[src/rtl/bram_bank_loader.sv]
// bram_bank_loader: scatters a valid/ready word stream round-robin across
// NUM_BANK RAM write ports and pulses o_done once the last write is issued.
`timescale 1ns/1ps

module bram_bank_loader #(
   parameter int unsigned NUM_BANK = 16,
   parameter int unsigned DW       = 128,
   parameter int unsigned AW       = 9,
   parameter int unsigned DEPTH    = 512
) (
   input  logic                clk,
   input  logic                rstn,
   input  logic                i_start,
   input  logic                i_abort,
   input  logic [AW-1:0]       i_base_addr,
   input  logic [AW:0]         i_words_per_bank,
   input  logic                i_valid,
   input  logic [DW-1:0]       i_data,
   output logic                o_ready,
   output logic [NUM_BANK-1:0] o_ena,
   output logic [NUM_BANK-1:0] o_wea,
   output logic [AW-1:0]       o_addra,
   output logic [DW-1:0]       o_dia,
   output logic                o_busy,
   output logic                o_done
);

   localparam int unsigned BW = (NUM_BANK > 1) ? $clog2(NUM_BANK) : 1;
   localparam int unsigned CW = AW + 1;

   typedef enum logic [1:0] {
      S_IDLE  = 2'd0,
      S_LOAD  = 2'd1,
      S_FLUSH = 2'd2,
      S_DONE  = 2'd3
   } state_e;

   state_e              state_q, state_d;

   logic [AW-1:0]       base_q, base_d;
   logic [CW-1:0]       wpb_q, wpb_d;
   logic [BW-1:0]       bank_cnt_q, bank_cnt_d;
   logic [CW-1:0]       off_cnt_q, off_cnt_d;
   logic [NUM_BANK-1:0] ena_q, ena_d;
   logic [AW-1:0]       addr_q, addr_d;
   logic [DW-1:0]       dia_q, dia_d;

   logic                ready_c;
   logic                accept_c;
   logic                last_c;
   logic                start_c;
   logic [AW-1:0]       tgt_addr_c;

   // State register
   always_ff @(posedge clk or negedge rstn) begin
      if (!rstn) begin
         state_q <= S_IDLE;
      end else begin
         state_q <= state_d;
      end
   end

   // Next-state logic; abort always wins and is ignored only in IDLE
   always_comb begin
      state_d = state_q;
      unique case (state_q)
         S_IDLE: begin
            if (start_c) begin
               state_d = (i_words_per_bank == '0) ? S_DONE : S_LOAD;
            end
         end
         S_LOAD: begin
            if (i_abort) begin
               state_d = S_IDLE;
            end else if (accept_c && last_c) begin
               state_d = S_FLUSH;
            end
         end
         S_FLUSH: begin
            state_d = i_abort ? S_IDLE : S_DONE;
         end
         S_DONE: begin
            state_d = S_IDLE;
         end
         default: begin
            state_d = S_IDLE;
         end
      endcase
   end

   // Handshake and status decode from the state register
   always_comb begin
      ready_c  = (state_q == S_LOAD) && !i_abort;
      accept_c = ready_c && i_valid;
      start_c  = (state_q == S_IDLE) && i_start && !i_abort;
      last_c   = (bank_cnt_q == BW'(NUM_BANK - 1)) &&
                 (off_cnt_q == (wpb_q - CW'(1)));
      o_ready  = ready_c;
      o_busy   = (state_q != S_IDLE);
      o_done   = (state_q == S_DONE);
   end

   // Target address of the word being accepted; wraps modulo DEPTH
   always_comb begin
      tgt_addr_c = AW'((32'(base_q) + 32'(off_cnt_q)) % DEPTH);
   end

   // Parameter latch, round-robin counters and write-port payload
   always_comb begin
      base_d     = base_q;
      wpb_d      = wpb_q;
      bank_cnt_d = bank_cnt_q;
      off_cnt_d  = off_cnt_q;
      ena_d      = '0;
      addr_d     = addr_q;
      dia_d      = dia_q;

      if (start_c) begin
         base_d     = i_base_addr;
         wpb_d      = i_words_per_bank;
         bank_cnt_d = '0;
         off_cnt_d  = '0;
      end

      if (accept_c) begin
         ena_d      = NUM_BANK'(1) << bank_cnt_q;
         addr_d     = tgt_addr_c;
         dia_d      = i_data;
         bank_cnt_d = bank_cnt_q + BW'(1);
         if (bank_cnt_q == BW'(NUM_BANK - 1)) begin
            bank_cnt_d = '0;
            off_cnt_d  = off_cnt_q + CW'(1);
         end
      end
   end

   // Datapath registers
   always_ff @(posedge clk or negedge rstn) begin
      if (!rstn) begin
         base_q     <= '0;
         wpb_q      <= '0;
         bank_cnt_q <= '0;
         off_cnt_q  <= '0;
         ena_q      <= '0;
         addr_q     <= '0;
         dia_q      <= '0;
      end else begin
         base_q     <= base_d;
         wpb_q      <= wpb_d;
         bank_cnt_q <= bank_cnt_d;
         off_cnt_q  <= off_cnt_d;
         ena_q      <= ena_d;
         addr_q     <= addr_d;
         dia_q      <= dia_d;
      end
   end

   assign o_ena   = ena_q;
   assign o_wea   = ena_q;
   assign o_addra = addr_q;
   assign o_dia   = dia_q;

endmodule

[config.mk]
export PLATFORM = sky130hd
export DESIGN_NAME = bram_bank_loader
export DESIGN_NICKNAME = d
export VERILOG_FILES = /design/src/rtl/bram_bank_loader.sv
export SDC_FILE = /design/constraint.sdc
export NUM_CORES = 1
export LEC_CHECK = 0
export CAP_MARGIN = 20
export CORE_MARGIN = 2
export CORE_UTILIZATION = 44
export CTS_CLUSTER_DIAMETER = 150
export DETAILED_ROUTE_END_ITERATION = 8
export PLACE_DENSITY = 0.85
export SLEW_MARGIN = 20
export SYNTH_ARGS = -nofsm -noshare
export SYNTH_HDL_FRONTEND = slang
export SYNTH_SLANG_ARGS = --single-unit
[constraint.sdc]
create_clock -name clk -period 2.39 [get_ports clk]
set_clock_uncertainty 0.05 [all_clocks]
set_input_delay 0.5975 -clock clk [delete_from_list [all_inputs] [get_ports clk]]
set_output_delay 0.5975 -clock clk [all_outputs]
set_load 0.02 [all_outputs]
## Yosys cells after proc, flatten, opt, wreduce, memory -nomap -nowiden

Index checks and enable logic that the tools add are counted.

| storage, ports and cells | value |
|---|---|
| bits of input ports | 152 |
| logic and storage cells | 45 |
| register bits after elaboration | 188 |
| output and inout bits | 172 |

| operators by class | value |
|---|---|
| equality and inequality tests | 7 |
| muxes and demuxes | 13 |
| $add $sub $neg | 4 |
| shift operators | 1 |
| reduce and logical (&&, ||, !) cells | 12 |

Operators by type and width:

| kind | number |
|---|---|
| two-way mux 10 bit | 3 |
| two-way mux 16 bit | 1 |
| left shift 1 x 4 -> 16 bit (first input constant) | 1 |
| two-way mux 4 bit | 3 |
| adder 10 x 1 -> 10 bit (second input constant) | 1 |
| == test 10 bit | 1 |
| zero test 10 bit | 1 |
| two-way mux 2 bit | 5 |
| subtractor 10 x 1 -> 10 bit (second input constant) | 1 |
| adder 9 bit | 1 |
| one-hot mux 2 bit (4 select lines) | 1 |
| logical AND 1 bit | 6 |
| adder 4 x 1 -> 4 bit (second input constant) | 1 |
| == test 2 bit (second input constant) | 2 |
| == test 4 bit (second input constant) | 1 |
| nonzero test 2 bit | 2 |
| inequality test 3 bit (second input constant) | 1 |
| == test 2 x 1 -> 1 bit (second input constant) | 1 |
| zero test 2 bit | 1 |
| inequality test 2 bit (second input constant) | 1 |
| AND reduction 2 bit | 1 |
| zero test 1 bit | 1 |

## Depth between registers and ports, before layout

| logic depth | value |
|---|---|
| word-level depth | 7 |
| depth in mapped cells | 9 |
| depth with buffers taken out | 9 |

## Worst setup path before layout

No wires, ideal clock.

| timing | value |
|---|---|
| kind | input -> register |
| from | input port i_abort |
| to | register dia_q[100], in the netlist o_dia[100] |
| setup time | 65 ps |
| cell stages on the path | 7 |
| buffers on the path | 3 |
| slack | 277 ps |
| arrival | 1998 ps |
| cells stage by stage | nor3b_1 -> and2_1 -> buf_2 -> buf_2 -> buf_2 -> nand2_1 -> nand2_1 |

| between the ends | value |
|---|---|
| longest elaborated chain between the ends | 3 |

Ends and longest elaborated chain:

| element | RTL line | RTL |
|---|---|---|
| start: declaration | 14 | `input logic i_abort,` |
| zero test 1 bit | 93 | `ready_c = (state_q == S_LOAD) && !i_abort;` |
| logical AND 1 bit | 93 |  |
| logical AND 1 bit | 94 | `accept_c = ready_c && i_valid;` |
| end signal: assignment | 154 | `dia_q <= dia_d;` |
| end: declaration | 46 | `logic [DW-1:0] dia_q, dia_d;` |

Every way passes these cells.
A chain may end at the register's enable or synchronous reset.

## Worst setup path after layout

| timing | value |
|---|---|
| from | input port i_abort |
| to | output port o_ready |

| between the ends | value |
|---|---|
| longest elaborated chain between the ends | 2 |

Ends and longest elaborated chain:

| element | RTL line | RTL |
|---|---|---|
| zero test 1 bit | 93 |  |
| logical AND 1 bit | 93 |  |
| end: declaration | 19 | `output logic o_ready,` |

Every way passes these cells.

==> qor.txt <==
Status = completed
Die area = 19,300 um2
Asr flop ratio synth = 100%
Pre-CTS setup slack = -160 ps
Reg clk slew, reported paths = 70 ps
CP Capture Type = output pin
Initial antenna violation count = 0
Vias per std cell = 4.96
FF-to-FF setup slack = 180 ps
Unrepaired setup endpoints after global routing = no
Vias in the first global route = 7,413
Number of synthesized flops with an enable pin = 0
Die Wd = 139 um
Gr usage total = 24.2%
Remaining DRCs = 0
Period utilisation layout = 94.8%
Worst vdd ir = 0.000515 V
Psw = 0.00296 W
Global-route wire length before repair = 37,400 um
Synth area leaders = dfrtp_1, nand2_1, ha_1
Hold WC Path Type = in2async
WL per Instance = 16.2 um
Gr ovfl total = 0
R2r endpoint = o_addra[8]
Routed Wire Length = 23,300 um
Drt pass-1 iters = 4
Share of the synthesized area in the top cell type = 58.7%
Int Pwr = 0.00652 W
CTS Sinks = 188
Most used DFF post-synth = dfrtp_1
CP Max Fanout = 2
Final setup fails = 0
Area leader, netlist = dfrtp_1
Pins Over Slew Limit = 0
Largest net degree at the start of global routing = 72
Synthesized area = 8010 um2
Commonest cells post-synth = nand2_1, dfrtp_1, o21ai_0
R2r startpoint = off_cnt_q[0]
Layout Nets = 1,363
Sw frac = 31.3%
Rows = 49
Total number of vias = 7,125
P_leak = 5.89 nW
Min Tclk post-route = 2270 ps
HPWL after detailed placement = 17,400 um
Placement Cell Area = 11,600 um2
Worst-case clock buffer depth = 2
Drt first-iter violations = 297
Measured slew at the worst slew-check pin = 591 ps
Syn avg cell area = 9.07 um2
Clock power frac = 28.6%
Ant. Diodes = 0
Final hold violations = 0
Layout cell share with drive strength beyond 1 = 5.80%
CP required = 1740 ps
Worst slew margin = 60.6%
Count leader, synth = nand2_1
Seq/Total Area, Yosys = 58.7%
Worst setup path start = i_abort
Post-CTS setup buffer count = 0
H-tree depth = 4
Syn Inst Count = 883
P&R area growth vs syn = 51.4%
Syn nets = 1,052
Port buffer count = 323
FF+latch count, synth = 188
R2R cell count = 9
Syn. warnings = 0
Initial Util = 44.7%
Critical Path AT = 1620 ps
Worst Setup Start Kind = input pin
Final instance area = 12,100 um2
CTS tree = done
Core area = 17,900 um2
WS Path Type = in2out
Clock root cell = clkbuf_16
Die height = 139 um
Power Density = 782 nW/um2
Post-route ant nets = 0
Max frequency = 441 MHz
Worst skew pair latency = 420 ps
Boundary pin count = 324
Seq pwr share = 42.6%
Final worst slack = 124 ps
Library cells used by synthesis = 50
Gpl congestion = 0.860
Combinational Power Share = 28.7%
CTS buffer count = 17
Number of max-cap violations = 0
[worst max-delay path, cell delays in order]
cell,delay (ps)
clkdlybuf4s50_1,420
nor3b_1,230
dlygate4sd2_1,370
[power by group through the flow]
stage	Combinational (W)	Clock (W)	Sequential, W
final	0.00273	0.00272	0.00404
after global routing	0.00293	0.00290	0.00411
after CTS	0.00275	0.00278	0.00404
after detailed placement	0.00274	0	0.00409
after global placement	0.00267	0	0.00406
after floorplan	0.000653	0	0.00462
[layout by cell type (no fill, tap or decap), drive strengths merged, types with 2 or more instances in the layout]
cell / count
nor3b: 4
clkinv: 5
dfrtp: 188
buf: 27
nor2: 17
xnor2: 10
clkbuf: 22
o41ai: 2
and2: 7
nor4: 3
nor3: 8
nand2: 455
clkdlybuf4s50: 319
and3: 14
a31oi: 2
nand2b: 2
o21ai: 25
nor4b: 2
inv: 15
nand3: 7
a21oi: 8
o211ai: 2
o31ai: 4
nand4: 7
ha: 16
xor2: 13
dlygate4sd2: 3
or2: 2
[metrics by stage]
step	instances	total power, W	TNS, ps	utilization (%)	hold WS (ps)
2_1_floorplan	883	0.00527	0	-	252
3_3_place_gp	1404	0.00673	-178	64.6	406
3_5_place_dp	1404	0.00683	-160	64.6	411
4_1_cts	1436	0.00958	0	67.7	140
5_1_grt	1436	0.00995	0	67.7	153
6_report	1436	0.00949	0	67.7	121
[state kept, by name (all words and copies together) (netlist names)]
| signal | count |
|---|---|
| bank_cnt_q | 4 |
| base_q | 9 |
| o_addra | 9 |
| o_dia | 128 |
| o_ena | 16 |
| off_cnt_q | 10 |
| state_q | 2 |
| wpb_q | 10 |
[how the worst max path moves through the flow]
stage | to | slack [ps]
floorplan | o_dia[100] | 280
global placement | o_ready | -180
detailed placement | o_ready | -160
CTS | o_ready | 120
global route | o_ready | 20
finish | o_ready | 120
[layer usage]
layer | share of wire, % | vias up | global-route usage, % | routed length (um)
li1 | - | 3386 | - | -
met2 | 50 | 297 | 41.6 | 11500
met1 | 39 | 3373 | 27.8 | 9050
met4 | 4.8 | 0 | 12.8 | 1120
met3 | 6.7 | 69 | 6.32 | 1560
met5 | 0 | - | 0 | 0
[area by class of cell]
type | count | area, um2
multi-input cells | 626 | 2980
fillers | 1408 | 5780
inverters | 11 | 41.3
repair buffers | 350 | 3550
flip-flops and latches | 188 | 4700
clock inverters | 11 | 111
well taps | 229 | 287
clock buffers | 21 | 450
[what timing repair did]
action	in CTS	in global routing
gates resized for setup	3	0
hold buffers	0	0
setup endpoints to repair	3	0
[cell families after synthesis]
group | Yosys count | share of synthesized area [%]
and+or+nand+nor | 535 | 27.8
DFF | 188 | 58.7
buffers and inverters | 69 | 4.31
AOI/OAI and AO/OA | 50 | 3.76
xor gates and xnor gates | 23 | 2.51
adders and majority gates | 17 | 2.75
muxes | 1 | 0.125
Note: power is estimated with default switching activity, not from simulation.
